## src/rtl/calendar_date_unit.sv

```systemverilog
// calendar_date_unit: date / month / year-offset calendar stage fed by the
// day counter's midnight carry. Registers load from the shared 6-bit databus
// in three beats (date, month, year), then a validate beat clamps and commits.
// Optional macro CAL_LEAP_YEAR_EN: when defined, February has 29 days in years
// with year[1:0]==0; when undefined, February is always 28 days and no leap
// logic is built.
module calendar_date_unit #(
    parameter logic [4:0] RESET_DATE  = 5'd1,
    parameter logic [3:0] RESET_MONTH = 4'd1,
    parameter logic [5:0] RESET_YEAR  = 6'd0
) (
    input  logic       clk,
    input  logic       clear_n,
    input  logic       clear,
    input  logic       load,
    input  logic       enable,
    input  logic [5:0] databus,
    input  logic       day_carry,
    output logic [4:0] date,
    output logic [3:0] month,
    output logic [5:0] year,
    output logic       month_carry,
    output logic       year_carry,
    output logic       busy
);

    localparam logic [1:0] ST_IDLE     = 2'd0;
    localparam logic [1:0] ST_LD_MONTH = 2'd1;
    localparam logic [1:0] ST_LD_YEAR  = 2'd2;
    localparam logic [1:0] ST_VALIDATE = 2'd3;

`ifdef CAL_LEAP_YEAR_EN
    function automatic logic [4:0] month_len(input logic [3:0] m, input logic leap);
        logic [4:0] len;
        case (m)
            4'd2:                      len = leap ? 5'd29 : 5'd28;
            4'd4, 4'd6, 4'd9, 4'd11:   len = 5'd30;
            default:                   len = 5'd31;
        endcase
        return len;
    endfunction
`else
    function automatic logic [4:0] month_len(input logic [3:0] m);
        logic [4:0] len;
        case (m)
            4'd2:                      len = 5'd28;
            4'd4, 4'd6, 4'd9, 4'd11:   len = 5'd30;
            default:                   len = 5'd31;
        endcase
        return len;
    endfunction
`endif

    logic [1:0] state_r,        state_s;
    logic [4:0] shadow_date_r,  shadow_date_s;
    logic [3:0] shadow_month_r, shadow_month_s;
    logic [5:0] shadow_year_r,  shadow_year_s;
    logic       pending_r,      pending_s;
    logic [4:0] date_r,         date_s;
    logic [3:0] month_r,        month_s;
    logic [5:0] year_r,         year_s;
    logic       month_carry_r,  month_carry_s;
    logic       year_carry_r,   year_carry_s;
    logic       busy_r;

    logic       tick_s;
    logic [4:0] cur_len_s;
    logic [4:0] commit_len_s;
    logic [3:0] commit_month_s;
    logic [4:0] commit_date_s;
    logic [4:0] inc_date_s;
    logic [3:0] inc_month_s;
    logic [5:0] inc_year_s;
    logic       inc_mc_s;
    logic       inc_yc_s;

    assign tick_s = day_carry & enable;

    // An out-of-range month commits as January before its length is looked up.
    assign commit_month_s = ((shadow_month_r == 4'd0) || (shadow_month_r > 4'd12)) ?
                            4'd1 : shadow_month_r;

`ifdef CAL_LEAP_YEAR_EN
    assign cur_len_s    = month_len(month_r, year_r[1:0] == 2'd0);
    assign commit_len_s = month_len(commit_month_s, shadow_year_r[1:0] == 2'd0);
`else
    assign cur_len_s    = month_len(month_r);
    assign commit_len_s = month_len(commit_month_s);
`endif

    // Clamp the loaded date into 1..length of the committed month.
    always_comb begin
        if (shadow_date_r == 5'd0) begin
            commit_date_s = 5'd1;
        end else if (shadow_date_r > commit_len_s) begin
            commit_date_s = commit_len_s;
        end else begin
            commit_date_s = shadow_date_r;
        end
    end

    // One-day advance of the current calendar, with month/year rollover.
    always_comb begin
        inc_date_s  = date_r;
        inc_month_s = month_r;
        inc_year_s  = year_r;
        inc_mc_s    = 1'b0;
        inc_yc_s    = 1'b0;
        if (date_r < cur_len_s) begin
            inc_date_s = date_r + 5'd1;
        end else begin
            inc_date_s = 5'd1;
            inc_mc_s   = 1'b1;
            if (month_r == 4'd12) begin
                inc_month_s = 4'd1;
                inc_year_s  = year_r + 6'd1;
                inc_yc_s    = (year_r == 6'd63);
            end else begin
                inc_month_s = month_r + 4'd1;
            end
        end
    end

    // Next-state: clear beats load, load beats counting; ticks arriving while
    // the load sequence owns the registers are parked in a one-deep pending flag.
    always_comb begin
        state_s        = state_r;
        shadow_date_s  = shadow_date_r;
        shadow_month_s = shadow_month_r;
        shadow_year_s  = shadow_year_r;
        pending_s      = pending_r;
        date_s         = date_r;
        month_s        = month_r;
        year_s         = year_r;
        month_carry_s  = 1'b0;
        year_carry_s   = 1'b0;
        if (clear) begin
            state_s        = ST_IDLE;
            shadow_date_s  = 5'd0;
            shadow_month_s = 4'd0;
            shadow_year_s  = 6'd0;
            pending_s      = 1'b0;
            date_s         = RESET_DATE;
            month_s        = RESET_MONTH;
            year_s         = RESET_YEAR;
        end else begin
            case (state_r)
                ST_IDLE: begin
                    if (load) begin
                        shadow_date_s = databus[4:0];
                        state_s       = ST_LD_MONTH;
                        pending_s     = pending_r | tick_s;
                    end else if (pending_r | tick_s) begin
                        date_s        = inc_date_s;
                        month_s       = inc_month_s;
                        year_s        = inc_year_s;
                        month_carry_s = inc_mc_s;
                        year_carry_s  = inc_yc_s;
                        // A pending tick is consumed now; a fresh one takes its place.
                        pending_s     = pending_r & tick_s;
                    end else begin
                        pending_s     = 1'b0;
                    end
                end
                ST_LD_MONTH: begin
                    shadow_month_s = databus[3:0];
                    state_s        = ST_LD_YEAR;
                    pending_s      = pending_r | tick_s;
                end
                ST_LD_YEAR: begin
                    shadow_year_s = databus;
                    state_s       = ST_VALIDATE;
                    pending_s     = pending_r | tick_s;
                end
                ST_VALIDATE: begin
                    date_s    = commit_date_s;
                    month_s   = commit_month_s;
                    year_s    = shadow_year_r;
                    state_s   = ST_IDLE;
                    pending_s = pending_r | tick_s;
                end
                default: begin
                    state_s   = ST_IDLE;
                    pending_s = 1'b0;
                end
            endcase
        end
    end

    // State and output registers; asynchronous clear_n restores reset values.
    always_ff @(posedge clk or negedge clear_n) begin
        if (!clear_n) begin
            state_r        <= ST_IDLE;
            shadow_date_r  <= 5'd0;
            shadow_month_r <= 4'd0;
            shadow_year_r  <= 6'd0;
            pending_r      <= 1'b0;
            date_r         <= RESET_DATE;
            month_r        <= RESET_MONTH;
            year_r         <= RESET_YEAR;
            month_carry_r  <= 1'b0;
            year_carry_r   <= 1'b0;
            busy_r         <= 1'b0;
        end else begin
            state_r        <= state_s;
            shadow_date_r  <= shadow_date_s;
            shadow_month_r <= shadow_month_s;
            shadow_year_r  <= shadow_year_s;
            pending_r      <= pending_s;
            date_r         <= date_s;
            month_r        <= month_s;
            year_r         <= year_s;
            month_carry_r  <= month_carry_s;
            year_carry_r   <= year_carry_s;
            busy_r         <= (state_s != ST_IDLE);
        end
    end

    assign date        = date_r;
    assign month       = month_r;
    assign year        = year_r;
    assign month_carry = month_carry_r;
    assign year_carry  = year_carry_r;
    assign busy        = busy_r;

endmodule

```

## config.mk

```make
export PLATFORM = sky130hd
export DESIGN_NAME = calendar_date_unit
export DESIGN_NICKNAME = d
export VERILOG_FILES = /design/src/rtl/calendar_date_unit.sv
export SDC_FILE = /design/constraint.sdc
export NUM_CORES = 1
export LEC_CHECK = 0
export ABC_AREA = 1
export ABC_CLOCK_PERIOD_IN_PS = 1700
export CAP_MARGIN = 30
export CORE_MARGIN = 5
export CORE_UTILIZATION = 49
export DETAILED_ROUTE_END_ITERATION = 7
export PLACE_DENSITY = 0.75
export SYNTH_ARGS = -nofsm -noshare
export SYNTH_HDL_FRONTEND = slang
export SYNTH_SLANG_ARGS = --single-unit
```

## constraint.sdc

```tcl
create_clock -name clk -period 1.7 [get_ports clk]
set_input_delay 0.17 -clock clk [delete_from_list [all_inputs] [get_ports clk]]
set_output_delay 0.17 -clock clk [all_outputs]
set_load 0.05 [all_outputs]
```

After elaboration in Yosys (flattened, before gate mapping)
Index checks and enable logic that the tools add are counted.
{"block": "totals", "ff_bits": 36, "in_bits": 12, "out_inout_bits": 18, "elab_cells": 103}
{"block": "op_classes", "n_addsub": 3, "order_cmp": 3, "n_eq_ne": 19, "mux": 47, "n_bitwise": 3, "reduce_logical": 17}
{"op": "5-bit 2-to-1 mux", "count": 9}
{"op": "6-bit 2-to-1 mux", "count": 7}
{"op": "4-bit 2-to-1 mux", "count": 8}
{"op": "4-bit equality test (second input constant)", "count": 5}
{"op": "4-bit by 3-bit equality test with 1-bit output (second input constant)", "count": 4}
{"op": "1-bit 2-to-1 mux", "count": 14}
{"op": "3-bit inequality test (second input constant)", "count": 4}
{"op": "6-bit one-hot mux with 2 select lines", "count": 1}
{"op": "5-bit one-hot mux with 2 select lines", "count": 1}
{"op": "2-bit nonzero test", "count": 5}
{"op": "4-bit by 2-bit equality test with 1-bit output (second input constant)", "count": 2}
{"op": "2-bit one-hot mux with 2 select lines", "count": 2}
{"op": "2-bit one-hot mux with 4 select lines", "count": 1}
{"op": "4-bit one-hot mux with 2 select lines", "count": 1}
{"op": "4-bit OR reduction", "count": 2}
{"op": "6-bit by 1-bit adder with 6-bit output (second input constant)", "count": 1}
{"op": "6-bit equality test (second input constant)", "count": 1}
{"op": "5-bit by 1-bit adder with 5-bit output (second input constant)", "count": 1}
{"op": "5-bit greater-than comparator", "count": 1}
{"op": "5-bit logical NOT", "count": 1}
{"op": "5-bit less-than comparator", "count": 1}
{"op": "5-bit AND reduction", "count": 1}
{"op": "4-bit by 1-bit adder with 4-bit output (second input constant)", "count": 1}
{"op": "2-bit equality test (second input constant)", "count": 2}
{"op": "other kinds (14)", "count": 16}

Logic depth before layout (Yosys ltp)
Gate-level depths: netlist of run 1.
{"block": "depth", "word_depth": 11, "ltp_mapped": 14, "depth_no_buf": 14}

Worst setup path before layout of run 1
OpenSTA, ideal clock, no wires.
{"block": "synth_timing", "kind": "register to register", "from": "register month_r[0], in the netlist month[0]", "to": "register month_r[3], in the netlist month[3]", "setup_ps": 120, "t_arrival_ps": 2019, "t_required_ps": 1580, "slack_ps": -440, "stages_incl_launch_ff": 13, "n_path_buf": 0, "synth_period_minus_slack_ps": 2140, "path_cell_list": "dfstp_2 -> inv_1 -> ha_1 -> inv_1 -> nor3_1 -> ha_1 -> nand2_1 -> nor2_1 -> nand2_4 -> nand3_4 -> nand2_4 -> nand2_1 -> o21ai_2"}
{"block": "synth_between", "elab_chain_cells": 7, "elab_cells_between_ends": 18, "classes_between": "add/sub (1); order compare (1); eq/ne (7); mux (7); reduce/logical (2)"}
{"element": "start, declared", "line": "60", "rtl": "logic [3:0] month_r, month_s;"}
{"element": "start signal, assigned", "line": "211", "rtl": "month_r <= month_s;"}
{"element": "branches (longest 7 deep; another with 5-bit less-than comparator)"}
Parallel ways; which one is timed is not known. The select of a mux whose other input is x is not followed.
A chain may end at the register's enable or synchronous reset.

Final worst setup path of run 1
{"block": "layout_timing", "from": "register month_r[0], in the netlist month[0]", "to": "register month_r[2], in the netlist month[2]"}
The elaborated chain is that of the path after synthesis.

==> flow_summary.toml, run 1 <==
[die]
die_w_um = 77.3
pin_count = 30
dieArea_um2 = 5980
coreArea_um2 = 4380
placementRows = 24
start_util = 0.506
die_y_um = 77.3

[global_routing]
grt.total_usage = 0.185
grt_pass1_wl_um = 9000
antenna_found_initial = 0
grt_max_degree = 37
grt_pass1_vias = 1956
grt-ovfl-total = 0

[critical_path]
slowest_delay_ps = 630
cp-start-kind = "register"
path_class = "reg -> reg"
crit_top_cell = "nand2_4"
critical_path.cell_chain = "inv_4 > ha_4 > inv_2 > nor3_2 > ha_1 > nand2_1 > nor2_2 > nand2_4 > nand3_4 > nand2_4 > nand2_2 > o21ai_1"
cp.required_ps = 1880
cp_slowest_cell = "dfstp_4"
worstSetupEndpointType = "register"
arrival_ps = 2060
ff2ff_path_depth = 12
critPathMaxFanout = 8
r2r_start = "month[0]$_DFFE_PN1P_"
rrSetupSlack_ps = -180
r2r-end = "month[2]$_DFFE_PN0P_"

[logic_synthesis]
ys_top_cells_by_area = "dfrtp_1 38%, nand2_1 13%, ha_1 7.3%"
yosysTopAreaCell = "dfrtp_1"
avgSynthCellArea_um2 = 7.90
synth_seq_cells = 36
synth_fp_nets = 306
synth_edf_count = 0
syn_inst = 281
synth-seq-area-share = 0.407
syn_area_um2 = 2220
yosys.area.top_type_share = 0.383
async_flop_share = 1.00
synthFlopType = "dfrtp_1"
synth_cell_types = 32
yosys_warnings = 0

[final_layout]
n_antenna_cell = 0
area_delta_synth_final_pct = 30.4
final_common_cell = "nand2_1"
design_area_um2 = 2890
nets = 363
final_cells = 390
fin_util = 0.660
multi_input_area_um2 = 1270
fillers = 365
layout_common_cells = "70 x nand2_1, 36 x buf_4, 33 x dfrtp_1"
layout-drive-gt1-share = 0.284
seqCellArea_um2 = 908

[sta]
fin_crit_sh = 1.11
rsz0062_at_grt = "true"
slew_headroom = 0.668
slew_viol_final = 0
hold_slack_ps = 301
min_period_ps = 1880
worst_pin_slew_ps = 496
max_freq_ghz = 0.531
final.setup.worst_slack_ps = -183
final-hold-violation-count = 0
clock_skew_ps = 5.70
setup_viol = 17

[pwr]
swShare = 0.474
power_frac_seq = 0.307
p_leak_nw = 1.39
power_density_nw_per_um2 = 1530
p_int_w = 0.00233
p_comb_frac = 0.561
vdd_drop_max_mv = 0.818
power_switching_w = 0.00210
p_clk_frac = 0.132

[placed_design]
placed_cells = 379
place_area_um2 = 2710
io_buffers = 29
place.gp.congestion = 0.836
preCtsSetupSlack_ps = -204
place_hpwl_um = 3990

[detailed_routing]
dr_wl_met2_um = 2660
routed_wl_um = 5310
drt_iter0_drc = 106
wl_per_cell_um = 13.6
ant_nets = 0
wl_met1_um = 2370
dr.pass1.iters = 5
num_vias = 1984
via_per_inst = 5.09
drc = 0
met3WireLength_um = 165
top_layer = "met4"

[clocking]
clockRootBuffer = "clkbuf_8"
numCtsBuffers = 5
clk_latency_ps = 290
cts_tree = "done"
htree_levels = 2
path_clk_slew_ps = 70
clock_path_buffers = 2
cts_sinks = 36

[flow_run]
drv_cap = 0

[outcome]
status = "complete, but fails checks"
violations = "setup timing"

[hold_path]
hold_path_class = "in -> async"
## routing by layer
| layer | vias up | GRT usage |
|---|---|---|
| li1 | 1034 | - |
| met1 | 901 | 0.249 |
| met2 | 36 | 0.301 |
| met3 | 13 | 0.0328 |
| met4 | 0 | 0.0636 |
| met5 | - | 0 |
## flip-flops by register name, indices dropped and copies added (netlist names)
signal / cells
date: 5
month_carry: 1
shadow_month_r: 4
shadow_year_r: 6
state_r: 2
year_carry: 1
pending_r: 1
year: 6
month: 4
busy: 1
shadow_date_r: 5
## worst max path at each step
stage	startpoint	endpoint	depth (start not counted)
global route	month[0]$_DFFE_PN1P_	year_carry$_DFF_PN0_	11
CTS	month[0]$_DFFE_PN1P_	month[2]$_DFFE_PN0P_	12
finish	month[0]$_DFFE_PN1P_	month[2]$_DFFE_PN0P_	12
floorplan	month[0]$_DFFE_PN1P_	month[1]$_DFFE_PN0P_	12
detailed placement	month[0]$_DFFE_PN1P_	month[2]$_DFFE_PN0P_	12
global placement	month[0]$_DFFE_PN1P_	month_carry$_DFF_PN0_	11
## critical path, delay by kind of cell, from the launching register on
family	cells	cell delay, ps
flip-flops	1	630
AO/OA/AOI/OAI	1	60
buffers and inverters	2	90
AND/OR/NAND/NOR	7	580
adder cells (fa/ha/maj)	2	400
## per-stage QoR
step           total power, W  setup TNS [ps]
6_report              0.00442           -2600
5_1_grt               0.00474           -4640
2_1_floorplan         0.00292           -4600
4_1_cts               0.00431           -2560
3_3_place_gp          0.00364           -2300
3_5_place_dp          0.00369           -2780
## power by group through the flow
stage	clock (W)	combinational [W]	sequential, W
after floorplan	0	0.00115	0.00177
after global placement	0	0.00229	0.00135
after detailed placement	0	0.00233	0.00136
after CTS	0.000583	0.00238	0.00135
after global routing	0.000618	0.00273	0.00140
final	0.000583	0.00248	0.00136
## what timing repair did
item	CTS	global route
endpoints found under the setup margin	17	17
hold buffers	0	0
cloned	0	1
endpoints found under the hold margin	0	0
pin swaps	6	6
gates resized for setup	5	16
buffers inserted	1	2
## area by class of cell
cell class,count,share of cell area
multi-input combinational,212,0.440
sequential,36,0.314
timing repair buffer,52,0.156
inverter,31,0.0411
clock buffer,6,0.0251
tap,52,0.0225
clock inverter,1,0.00173
## cell usage after synthesis (4+ instances only)
library cell / instances
nand2_4: 5
inv_2: 5
xor2_1: 4
ha_1: 13
nand2_1: 78
o21ai_1: 17
nand3_1: 27
o21ai_0: 10
inv_1: 26
nor2_1: 20
dfrtp_1: 34
a21oi_1: 12
## logic make-up (layout without fill, tap and decap cells)
group / after synthesis / after routing / synth area share
adder cells (fa/ha/maj): 13 / 13 / 0.0733
AO/OA/AOI/OAI: 47 / 47 / 0.121
AND/OR/NAND/NOR: 146 / 147 / 0.315
XOR/XNOR: 5 / 5 / 0.0197
flip-flops: 36 / 36 / 0.407
buffers and inverters: 34 / 90 / 0.0648
(Power assumes the default switching activity.)
==> inputs of run 2 (changes only) <==
--- a/config.mk
+++ b/config.mk
@@ -6,11 +6,12 @@
 export NUM_CORES = 1
 export LEC_CHECK = 0
 export ABC_AREA = 1
-export ABC_CLOCK_PERIOD_IN_PS = 1700
+export ABC_CLOCK_PERIOD_IN_PS = 1600
 export CAP_MARGIN = 30
 export CORE_MARGIN = 5
 export CORE_UTILIZATION = 49
 export DETAILED_ROUTE_END_ITERATION = 7
+export HOLD_SLACK_MARGIN = 0.1
 export PLACE_DENSITY = 0.75
 export SYNTH_ARGS = -nofsm -noshare
 export SYNTH_HDL_FRONTEND = slang
==> constraint.sdc (replaced) <==
create_clock -name clk -period 1.6 [get_ports clk]
set_input_delay 0.16 -clock clk [delete_from_list [all_inputs] [get_ports clk]]
set_output_delay 0.16 -clock clk [all_outputs]
set_load 0.05 [all_outputs]
==> run 2 against run 1 <==
The run still ends with setup timing left. Clock skew rose by 5.0 ps. Setup slack got worse by 120 ps. Fmax fell by 0.97%. Critical path type unchanged. Critical endpoint is now year[0]$_DFFE_PN0P_.
==> flow_summary.toml, run 2 (synthesis results as in run 1) <==
[outcome]
violations = "setup timing"
status = "complete, but fails checks"

[die]
die_w_um = 77.3
coreArea_um2 = 4380
placementRows = 24
start_util = 0.506
die_y_um = 77.3
pin_count = 30
dieArea_um2 = 5980

[pwr]
swShare = 0.453
power_density_nw_per_um2 = 1670
p_comb_frac = 0.552
vdd_drop_max_mv = 0.892
p_leak_nw = 1.47
p_int_w = 0.00275
power_frac_seq = 0.288
power_switching_w = 0.00228
p_clk_frac = 0.160

[clocking]
numCtsBuffers = 5
cts_sinks = 36
htree_levels = 2
clock_path_buffers = 2
path_clk_slew_ps = 80
clockRootBuffer = "clkbuf_8"
cts_tree = "done"
clk_latency_ps = 300

[critical_path]
r2r_start = "month[0]$_DFFE_PN1P_"
path_class = "reg -> reg"
worstSetupEndpointType = "register"
startpoint = "month[0]$_DFFE_PN1P_"
rrSetupSlack_ps = -300
cp-start-kind = "register"
critPathMaxFanout = 6
arrival_ps = 2080
cp.required_ps = 1780

[global_routing]
grt-ovfl-total = 0
grt.total_usage = 0.188
grt_pass1_vias = 1959
antenna_found_initial = 0
grt_max_degree = 37
grt_pass1_wl_um = 9200

[sta]
final.setup.worst_slack_ps = -301
min_period_ps = 1900
setup_viol = 17
slew_headroom = 0.691
clock_skew_ps = 10.7
max_freq_ghz = 0.526
final-hold-violation-count = 0
slew_viol_final = 0
fin_crit_sh = 1.19
rsz0062_at_grt = "true"
worst_pin_slew_ps = 463
finalSetupTns_ps = -4600

[placed_design]
place_hpwl_um = 4060
io_buffers = 29
preCtsSetupSlack_ps = -295
place.gp.congestion = 0.830
placed_cells = 386

[detailed_routing]
via_per_inst = 5.09
dr.pass1.iters = 4
num_vias = 2043
wl_per_cell_um = 13.5
routed_wl_um = 5400
drc = 0
drt_iter0_drc = 152
ant_nets = 0

[final_layout]
nets = 373
final_common_cell = "nand2_1"
n_antenna_cell = 0
layout-drive-gt1-share = 0.312
layout_common_cells = "69 x nand2_1, 47 x buf_4, 32 x dfrtp_1"
final_cells = 401
area_delta_synth_final_pct = 35.9

[flow_run]
drv_cap = 0

[hold_path]
hold_path_class = "in -> async"
## run 2: path summary, 6_finish.rpt
path / depth (start not counted) / end
setup / recovery: 12 / year[0]$_DFFE_PN0P_
hold / removal: 2 / state_r[0]$_DFF_PN0_
setup reg to reg: 12 / year[0]$_DFFE_PN0P_
hold reg to reg: 2 / shadow_year_r[5]$_DFFE_PN0P_
max in group asynchronous: 2 / month[0]$_DFFE_PN1P_
min in group clk: 3 / shadow_year_r[5]$_DFFE_PN0P_
## run 2: final cells by class
type	instances	area (µm²)
Clock buffer	5	68.8
Clock inverter	3	42.5
Fill cell	359	1370
Inverter	31	119
Multi-Input combinational cell	212	1270
Sequential cell	36	910
Tap cell	52	65.1
Timing Repair Buffer	62	543
## run 2: per-layer routing
layer,track usage,up-vias,part of all wire
li1,-,1054,-
met1,0.253,941,0.45
met2,0.310,41,0.49
met3,0.0363,7,0.050
met4,0.0498,0,0.013
met5,0,-,0
## run 2: metrics by stage
step,power (W),area (µm²),hold WS (ps),utilization
6_report,0.00503,3020,285,0.688
3_5_place_dp,0.00406,2780,479,0.635
5_1_grt,0.00539,3020,349,0.688
2_1_floorplan,0.00310,2250,-136,-
4_1_cts,0.00496,2960,305,0.674
3_3_place_gp,0.00400,2780,479,0.635
## run 2: power groups by stage
stage	Sequential, W	Combinational, W	Clock (W)
final	0.00145	0.00277	0.000804
after global routing	0.00149	0.00304	0.000863
after detailed placement	0.00144	0.00261	0
after floorplan	0.00188	0.00122	0
after global placement	0.00143	0.00257	0
after CTS	0.00144	0.00270	0.000814
## run 2: worst max-delay path, stage by stage (launching register included)
cell	delay [ps]
dfstp_4	630
inv_4	40
ha_4	140
inv_2	50
nor3_2	30
ha_1	260
nand2_1	60
nor2_2	130
nand2_4	80
nand3_4	120
nand2_4	100
nand2_1	70
o21ai_1	60
## run 2: repair_timing
action	CTS	global route
hold buffers	0	0
gates resized for setup	6	14
buffers inserted	5	1
gates cloned	1	0
setup endpoints to repair	17	17
pin swaps	7	5
